--- src/rtl/tt_pad_cfg_seq.sv ---
// Runtime pad-mode controller: modes stream into a shadow bank and commit atomically to the active bank.
// Optional readback port (rd_idx/rd_data) is enabled by defining TT_PAD_CFG_READBACK_EN.
module tt_pad_cfg_seq #(
  parameter int                  N_PADS      = 48,
  parameter int                  SYNC_STAGES = 2,
  parameter logic [4*N_PADS-1:0] RST_CFG     = {N_PADS{4'hA}}
) (
  input  logic                clk,
  input  logic                rst_n,
  input  logic                ld_start,
  input  logic                ld_valid,
  output logic                ld_ready,
  input  logic [3:0]          ld_data,
  output logic                cfg_done,
  output logic                cfg_err,
  output logic [4*N_PADS-1:0] pad_mode,
  input  logic [N_PADS-1:0]   core_out,
  input  logic [N_PADS-1:0]   core_oe,
  output logic [N_PADS-1:0]   core_in,
  output logic [N_PADS-1:0]   pad_out,
  output logic [N_PADS-1:0]   pad_oe,
  input  logic [N_PADS-1:0]   pad_in
`ifdef TT_PAD_CFG_READBACK_EN
  ,
  input  logic [5:0]          rd_idx,
  output logic [3:0]          rd_data
`endif
);

  localparam int IDX_W = (N_PADS > 1) ? $clog2(N_PADS) : 1;
  localparam logic [IDX_W-1:0] IDX_LAST = IDX_W'(N_PADS - 1);

  localparam logic [3:0] MODE_NC     = 4'h0;
  localparam logic [3:0] MODE_IN     = 4'hA;
  localparam logic [3:0] MODE_OUT    = 4'h9;
  localparam logic [3:0] MODE_INOUT  = 4'hB;
  localparam logic [3:0] MODE_ANALOG = 4'hC;

  typedef enum logic [1:0] {
    S_IDLE,
    S_LOAD,
    S_COMMIT
  } state_t;

  state_t                     state_reg, state_next;
  logic [IDX_W-1:0]           idx_reg, idx_next;
  logic                       cfg_err_reg, cfg_err_next;
  logic [N_PADS-1:0][3:0]     shadow_reg;
  logic [N_PADS-1:0][3:0]     active_reg;
  logic [SYNC_STAGES-1:0][N_PADS-1:0] sync_reg;
  logic                       load_we;
  logic [3:0]                 load_word;
  logic                       commit;
  logic                       word_legal;

  assign word_legal = (ld_data == MODE_NC) || (ld_data == MODE_IN) || (ld_data == MODE_OUT) ||
                      (ld_data == MODE_INOUT) || (ld_data == MODE_ANALOG);

  always_comb begin
    state_next   = state_reg;
    idx_next     = idx_reg;
    cfg_err_next = cfg_err_reg;
    load_we      = 1'b0;
    load_word    = word_legal ? ld_data : MODE_NC;
    commit       = 1'b0;
    ld_ready     = 1'b0;
    cfg_done     = 1'b0;
    case (state_reg)
      S_IDLE: begin
        if (ld_start) begin
          state_next   = S_LOAD;
          idx_next     = '0;
          cfg_err_next = 1'b0;
        end
      end
      S_LOAD: begin
        ld_ready = 1'b1;
        // A restart takes priority over a word presented in the same cycle.
        if (ld_start) begin
          idx_next     = '0;
          cfg_err_next = 1'b0;
        end else if (ld_valid) begin
          load_we = 1'b1;
          if (!word_legal) cfg_err_next = 1'b1;
          if (idx_reg == IDX_LAST) begin
            state_next = S_COMMIT;
            idx_next   = '0;
          end else begin
            idx_next = IDX_W'(idx_reg + 1'b1);
          end
        end
      end
      S_COMMIT: begin
        commit     = 1'b1;
        cfg_done   = 1'b1;
        state_next = S_IDLE;
      end
      default: state_next = S_IDLE;
    endcase
  end

  always_ff @(posedge clk or negedge rst_n) begin
    if (!rst_n) begin
      state_reg   <= S_IDLE;
      idx_reg     <= '0;
      cfg_err_reg <= 1'b0;
    end else begin
      state_reg   <= state_next;
      idx_reg     <= idx_next;
      cfg_err_reg <= cfg_err_next;
    end
  end

  always_ff @(posedge clk or negedge rst_n) begin
    if (!rst_n) begin
      shadow_reg <= RST_CFG;
      active_reg <= RST_CFG;
    end else begin
      for (int i = 0; i < N_PADS; i++) begin
        if (load_we && (idx_reg == IDX_W'(i))) shadow_reg[i] <= load_word;
      end
      if (commit) active_reg <= shadow_reg;
    end
  end

  always_ff @(posedge clk or negedge rst_n) begin
    if (!rst_n) sync_reg <= '0;
    else        sync_reg <= {sync_reg[SYNC_STAGES-2:0], pad_in};
  end

  assign cfg_err  = cfg_err_reg;
  assign pad_mode = active_reg;

  // Per-pad gating is purely combinational from the committed mode.
  for (genvar gi = 0; gi < N_PADS; gi++) begin : g_pad
    logic is_out, is_inout, is_in;
    assign is_out      = (active_reg[gi] == MODE_OUT);
    assign is_inout    = (active_reg[gi] == MODE_INOUT);
    assign is_in       = (active_reg[gi] == MODE_IN);
    assign pad_oe[gi]  = is_out | (is_inout & core_oe[gi]);
    assign pad_out[gi] = (is_out | is_inout) & core_out[gi];
    assign core_in[gi] = (is_in | is_inout) & sync_reg[SYNC_STAGES-1][gi];
  end

`ifdef TT_PAD_CFG_READBACK_EN
  always_comb begin
    rd_data = 4'h0;
    for (int i = 0; i < N_PADS; i++) begin
      if (rd_idx == 6'(i)) rd_data = active_reg[i];
    end
  end
`endif

endmodule

--- config.mk ---
export PLATFORM = sky130hd
export DESIGN_NAME = tt_pad_cfg_seq
export DESIGN_NICKNAME = d
export VERILOG_FILES = /design/src/rtl/tt_pad_cfg_seq.sv
export SDC_FILE = /design/constraint.sdc
export NUM_CORES = 1
export LEC_CHECK = 0
export CORE_ASPECT_RATIO = 0.6
export CORE_MARGIN = 2
export CORE_UTILIZATION = 53
export DETAILED_ROUTE_END_ITERATION = 16
export PLACE_DENSITY_LB_ADDON = 0.2
export SKIP_CTS_REPAIR_TIMING = 1
export SLEW_MARGIN = 20
export SYNTH_ARGS = -nofsm -noshare
export SYNTH_HDL_FRONTEND = slang
export SYNTH_SLANG_ARGS = --single-unit
--- constraint.sdc ---
create_clock -name clk -period 6.1 [get_ports clk]
set_clock_uncertainty 0.1 [all_clocks]
set_input_delay 0.915 -clock clk [delete_from_list [all_inputs] [get_ports clk]]
set_output_delay 0.915 -clock clk [all_outputs]
set_load 0.03 [all_outputs]
Word level (Yosys, flattened, before mapping)
Cells that the tools add are included.
{"block": "classes", "n_reduce_logical": 59, "mux": 21, "addsub": 1, "n_eq_ne": 203, "bitwise": 288}
{"operator": "4-bit == test (second input constant)", "n": 148}
{"operator": "1-bit bitwise AND", "n": 144}
{"operator": "1-bit bitwise OR", "n": 144}
{"operator": "6-bit by 5-bit == test with 1-bit output (second input constant)", "n": 16}
{"operator": "6-bit == test (second input constant)", "n": 16}
{"operator": "6-bit by 4-bit == test with 1-bit output (second input constant)", "n": 8}
{"operator": "1-bit logical AND", "n": 48}
{"operator": "6-bit by 3-bit == test with 1-bit output (second input constant)", "n": 4}
{"operator": "6-bit 2-to-1 mux", "n": 4}
{"operator": "6-bit by 2-bit == test with 1-bit output (second input constant)", "n": 2}
{"operator": "6-bit case mux with 2 select lines", "n": 1}
{"operator": "1-bit 2-to-1 mux", "n": 9}
{"operator": "2-bit 2-to-1 mux", "n": 4}
{"operator": "2-bit inequality test (second input constant)", "n": 4}
{"operator": "4-bit AND reduction", "n": 2}
{"operator": "6-bit by 1-bit adder with 6-bit output (second input constant)", "n": 1}
{"operator": "6-bit by 1-bit == test with 1-bit output (second input constant)", "n": 1}
{"operator": "6-bit zero test", "n": 1}
{"operator": "3-bit inequality test (second input constant)", "n": 2}
{"operator": "4-bit zero test", "n": 1}
{"operator": "1-bit logical OR", "n": 4}
{"operator": "4-bit 2-to-1 mux", "n": 1}
{"operator": "2-bit case mux with 2 select lines", "n": 1}
{"operator": "3-bit AND reduction", "n": 1}
{"operator": "5 further kinds", "n": 5}
{"block": "totals", "out_inout_bits": 339, "regBits": 489}

Depth between registers and ports, before layout
{"block": "depth", "ltp_word": 9, "ltp_mapped": 6}

Worst setup path before layout
OpenSTA, ideal clock, no wires.
{"block": "synth_path", "path_kind": "in2out", "start": "input core_oe[0]", "end": "output pad_oe[0]", "cell_stages": 2, "setup_slack_ps": 3648, "arrival_ps": 1437, "path_cell_list": "inv_1 a21oi_1"}
{"block": "synth_between", "elab_chain_cells": 2}
{"item": "start, declared", "line_no": "18", "source": "input logic [N_PADS-1:0] core_oe,"}
{"item": "1-bit bitwise AND", "line_no": "140", "source": "assign pad_oe[gi] = is_out | (is_inout & core_oe[gi]);"}
{"item": "1-bit bitwise OR", "line_no": "140"}
{"item": "end, declared", "line_no": "21", "source": "output logic [N_PADS-1:0] pad_oe,"}
Every way passes these cells.

Worst setup path after layout
{"block": "layout_path", "start": "register active_reg, in the netlist pad_mode[83]", "end": "output pad_oe[20]"}
{"block": "layout_between", "elab_chain_cells": 3}
{"item": "start, declared", "line_no": "49", "source": "logic [N_PADS-1:0][3:0] active_reg;"}
{"item": "start signal, assigned", "line_no": "122", "source": "if (commit) active_reg <= shadow_reg;"}
{"item": "4-bit == test", "line_no": "138", "source": "assign is_inout = (active_reg[gi] == MODE_INOUT);"}
{"item": "1-bit bitwise AND", "line_no": "140"}
{"item": "1-bit bitwise OR *", "line_no": "140"}
Every way passes the cells marked *; elsewhere a longest branch is shown, timed or not.

==> results.yml <==
floorplan:
  die_w_um: 252
  rows: 54
  ioPinCount: 491
  die_area_um2: 38600
  core_um2: 36400
  start_util_pct: 53.9
  die_h_um: 153
clock_network:
  cts_tree: "yes"
  numCtsBuffers: 44
  cts.path.max_buffers: 3
  htree_levels: 2
  cts-root-buf: "clkbuf_16"
  cts_sinks: 489
  clock_latency_ns: 0.55
  clk_pin_slew_ns: 0.07
flow_run:
  cap_violations: 0
placement:
  gp_congestion: 0.886
  portBuffers: 490
  dp_hpwl_um: 33800
  post-place-ws_ns: 2.41
min_path:
  hold_class: "flip-flop to flip-flop"
route:
  via_per_inst: 5.38
  drc: 0
  dr_total_vias: 12600
  wire_per_inst_um: 21.1
  drtAntennaViolNets: 0
  routed_wl_um: 49500
  drt_iter0_markers: 752
  drt-pass1-iter-count: 5
timing:
  setup_slack_ns: 2.64
  rsz0062_at_grt: "no"
  maxSlewViolCount: 0
  finalSetupViolations: 0
  hold_viol_final: 0
  worstMarginPinSlew_ns: 1.10
  fmaxAchievable_mhz: 289
  min_period_ns: 3.46
  slew_headroom_pct: 26.7
  post-route-period-util_pct: 56.8
  whs_ns: 0.242
  tns_ns: 0
final_layout:
  antennaDiodeCount: 0
  nets: 1988
  area_delta_synth_final_pct: 35.3
  utilization_pct: 72.9
  drive_gt1_share_pct: 37.0
yosys:
  synth-seq-area-share_pct: 63.6
  synth_compound_area_share_pct: 1.80
  async_reset_ff_share_pct: 100
  synthTopCellsByArea: "dfrtp_1 (38%), dfstp_2 (26%), mux2_2 (21%)"
  synth_adder_area_share_pct: 0.255
  avgSynthCellArea_um2: 14.5
  synth.distinct_cells: 38
  synth_area_um2: 19600
  synth_edf_count: 0
  ys_ff_latch: 489
  syn-num-nets: 1507
  yosysWarnings: 0
  synthMuxAreaShare_pct: 22.5
  synthSimpleGateAreaFrac_pct: 9.16
  synth_flop_cell: "dfrtp_1"
  synth_xor_area_share_pct: 0
  synth_top_cell_by_area: "dfrtp_1"
  synth_top_area_share_pct: 37.9
  synth_cells: 1351
  synth_top_family_by_area: "multiplexers"
global_route:
  antenna_found_initial: 0
  grt_max_degree: 166
  grt_usage_pct: 25.8
  grt-ovfl-total: 0
  grt_pass1_vias: 13300
  grt_pass1_wl_um: 77800
pwr:
  power_density_nw_per_um2: 250
  irDropWorstVdd_uv: 245
  power.leakage_nw: 12.0
critical_path:
  crit_required_ns: 5.08
  cp_max_fo: 3
  startpoint_type: "flip-flop"
  cp-end-kind: "output pin"
  crit_arrival_ns: 2.45
  worstSetupPathType: "flip-flop to output pin"
status:
  status: "complete, no violations"
-- path summary, 6_finish.rpt --
| check | start | end | slack [ns] | cells past startpoint |
|---|---|---|---|---|
| max in group asynchronous | rst_n | sync_reg[28]$_DFF_PN0_ | 4.16 | 2 |
| hold reg to reg | sync_reg[1]$_DFF_PN0_ | sync_reg[49]$_DFF_PN0_ | 0.24 | 0 |
| setup / recovery | pad_mode[83]$_DFFE_PN1P_ | pad_oe[20] | 2.64 | 4 |
| hold / removal | sync_reg[1]$_DFF_PN0_ | sync_reg[49]$_DFF_PN0_ | 0.24 | 0 |
| setup reg to reg | state_reg[1]$_DFFE_PN0P_ | pad_mode[70]$_DFFE_PN0P_ | 2.87 | 4 |
| min in group asynchronous | rst_n | sync_reg[47]$_DFF_PN0_ | 0.32 | 1 |
-- cell type report --
class | instances | area, um^2
clock buffers | 63 | 1300
clock inverters | 19 | 289
repair buffers | 500 | 5020
multi-input cells | 743 | 6660
flip-flops and latches | 489 | 12500
fillers | 2347 | 9870
inverters | 54 | 203
well taps | 476 | 596
-- cell usage after synthesis (2+ instances only) --
master and n:
nand2_1 53, ha_1 4, dfrtp_1 297, nor3b_1 6
buf_2 26, a21oi_1 49, buf_6 7, nor3_2 22
inv_1 54, or4_1 3, o41ai_1 3, nand3_1 21
mux2_4 20, dfstp_2 192, mux2_1 4, nor2b_1 53
nor2_1 5, nand2b_1 5, o31ai_1 2, buf_1 2
or4_4 5, clkbuf_1 30, nand3b_1 9, o21ai_0 7
and3_1 97, nand4_1 4, mux2_2 360
-- per-stage QoR --
| step | power (W) | cells | cell area (um^2) |
|---|---|---|---|
| after floorplan | 0.00347 | 1351 | 19600 |
| after global placement | 0.00366 | 2262 | 25000 |
| after detailed placement | 0.00367 | 2262 | 25000 |
| after CTS | 0.00669 | 2344 | 26500 |
| after global routing | 0.00686 | 2344 | 26500 |
| final | 0.00663 | 2344 | 26500 |
-- cells in the final DEF, fill, tap and decap left out, types with 2 or more instances in the layout --
cell type | synthesis | routed
nand2_1 | 53 | 53
nor3_2 | 22 | 22
o41ai_1 | 3 | 3
nor2_4 | 0 | 2
nand3_1 | 21 | 21
mux2_1 | 4 | 4
nor3b_1 | 6 | 6
o31ai_1 | 2 | 2
clkinv_2 | 0 | 7
nor2b_1 | 53 | 52
mux2_4 | 20 | 20
buf_4 | 0 | 7
ha_1 | 4 | 4
and3_1 | 97 | 97
clkinvlp_4 | 0 | 2
or4_1 | 3 | 3
clkbuf_1 | 30 | 7
clkdlybuf4s50_1 | 0 | 489
nand3b_1 | 9 | 9
clkbuf_16 | 0 | 45
inv_6 | 0 | 2
buf_12 | 0 | 3
dfstp_2 | 192 | 192
inv_1 | 54 | 54
mux2_2 | 360 | 360
nand2b_1 | 5 | 5
dfrtp_1 | 297 | 297
or4_4 | 5 | 5
a21oi_1 | 49 | 49
clkbuf_8 | 0 | 11
nand4_1 | 4 | 4
bufinv_16 | 0 | 7
nor2_1 | 5 | 3
o21ai_0 | 7 | 7
-- worst max-delay path, cell delays in order, from the launching register on --
cell             delay (ns)
dfstp_2                0.54
nor2b_1                0.44
nand2_1                0.10
a21oi_1                0.13
clkdlybuf4s50_1        0.69
-- routing by layer --
metal	vias up	wire length [um]	global-route usage, %
met5	-	0	0
li1	5671	-	-
met2	349	23700	41.8
met4	0	695	4.85
met3	58	2670	5.62
met1	6541	22400	36.4
-- cells by family (layout without fill, tap and decap cells) --
family / after synthesis / in the layout
and+or+nand+nor: 289 / 289
DFF: 489 / 489
adders and majority gates: 4 / 4
muxes: 385 / 385
AOI/OAI and AO/OA: 65 / 65
buffers and inverters: 119 / 636
-- power by group --
part	switching, W	internal (W)	total [W]
registers	0.0000273	0.00332	0.00335
logic	0.000141	0.000126	0.000267
clock network	0.00122	0.00179	0.00301
total	0.00139	0.00524	0.00663
No activity file was read; power rests on OpenSTA's default activity.
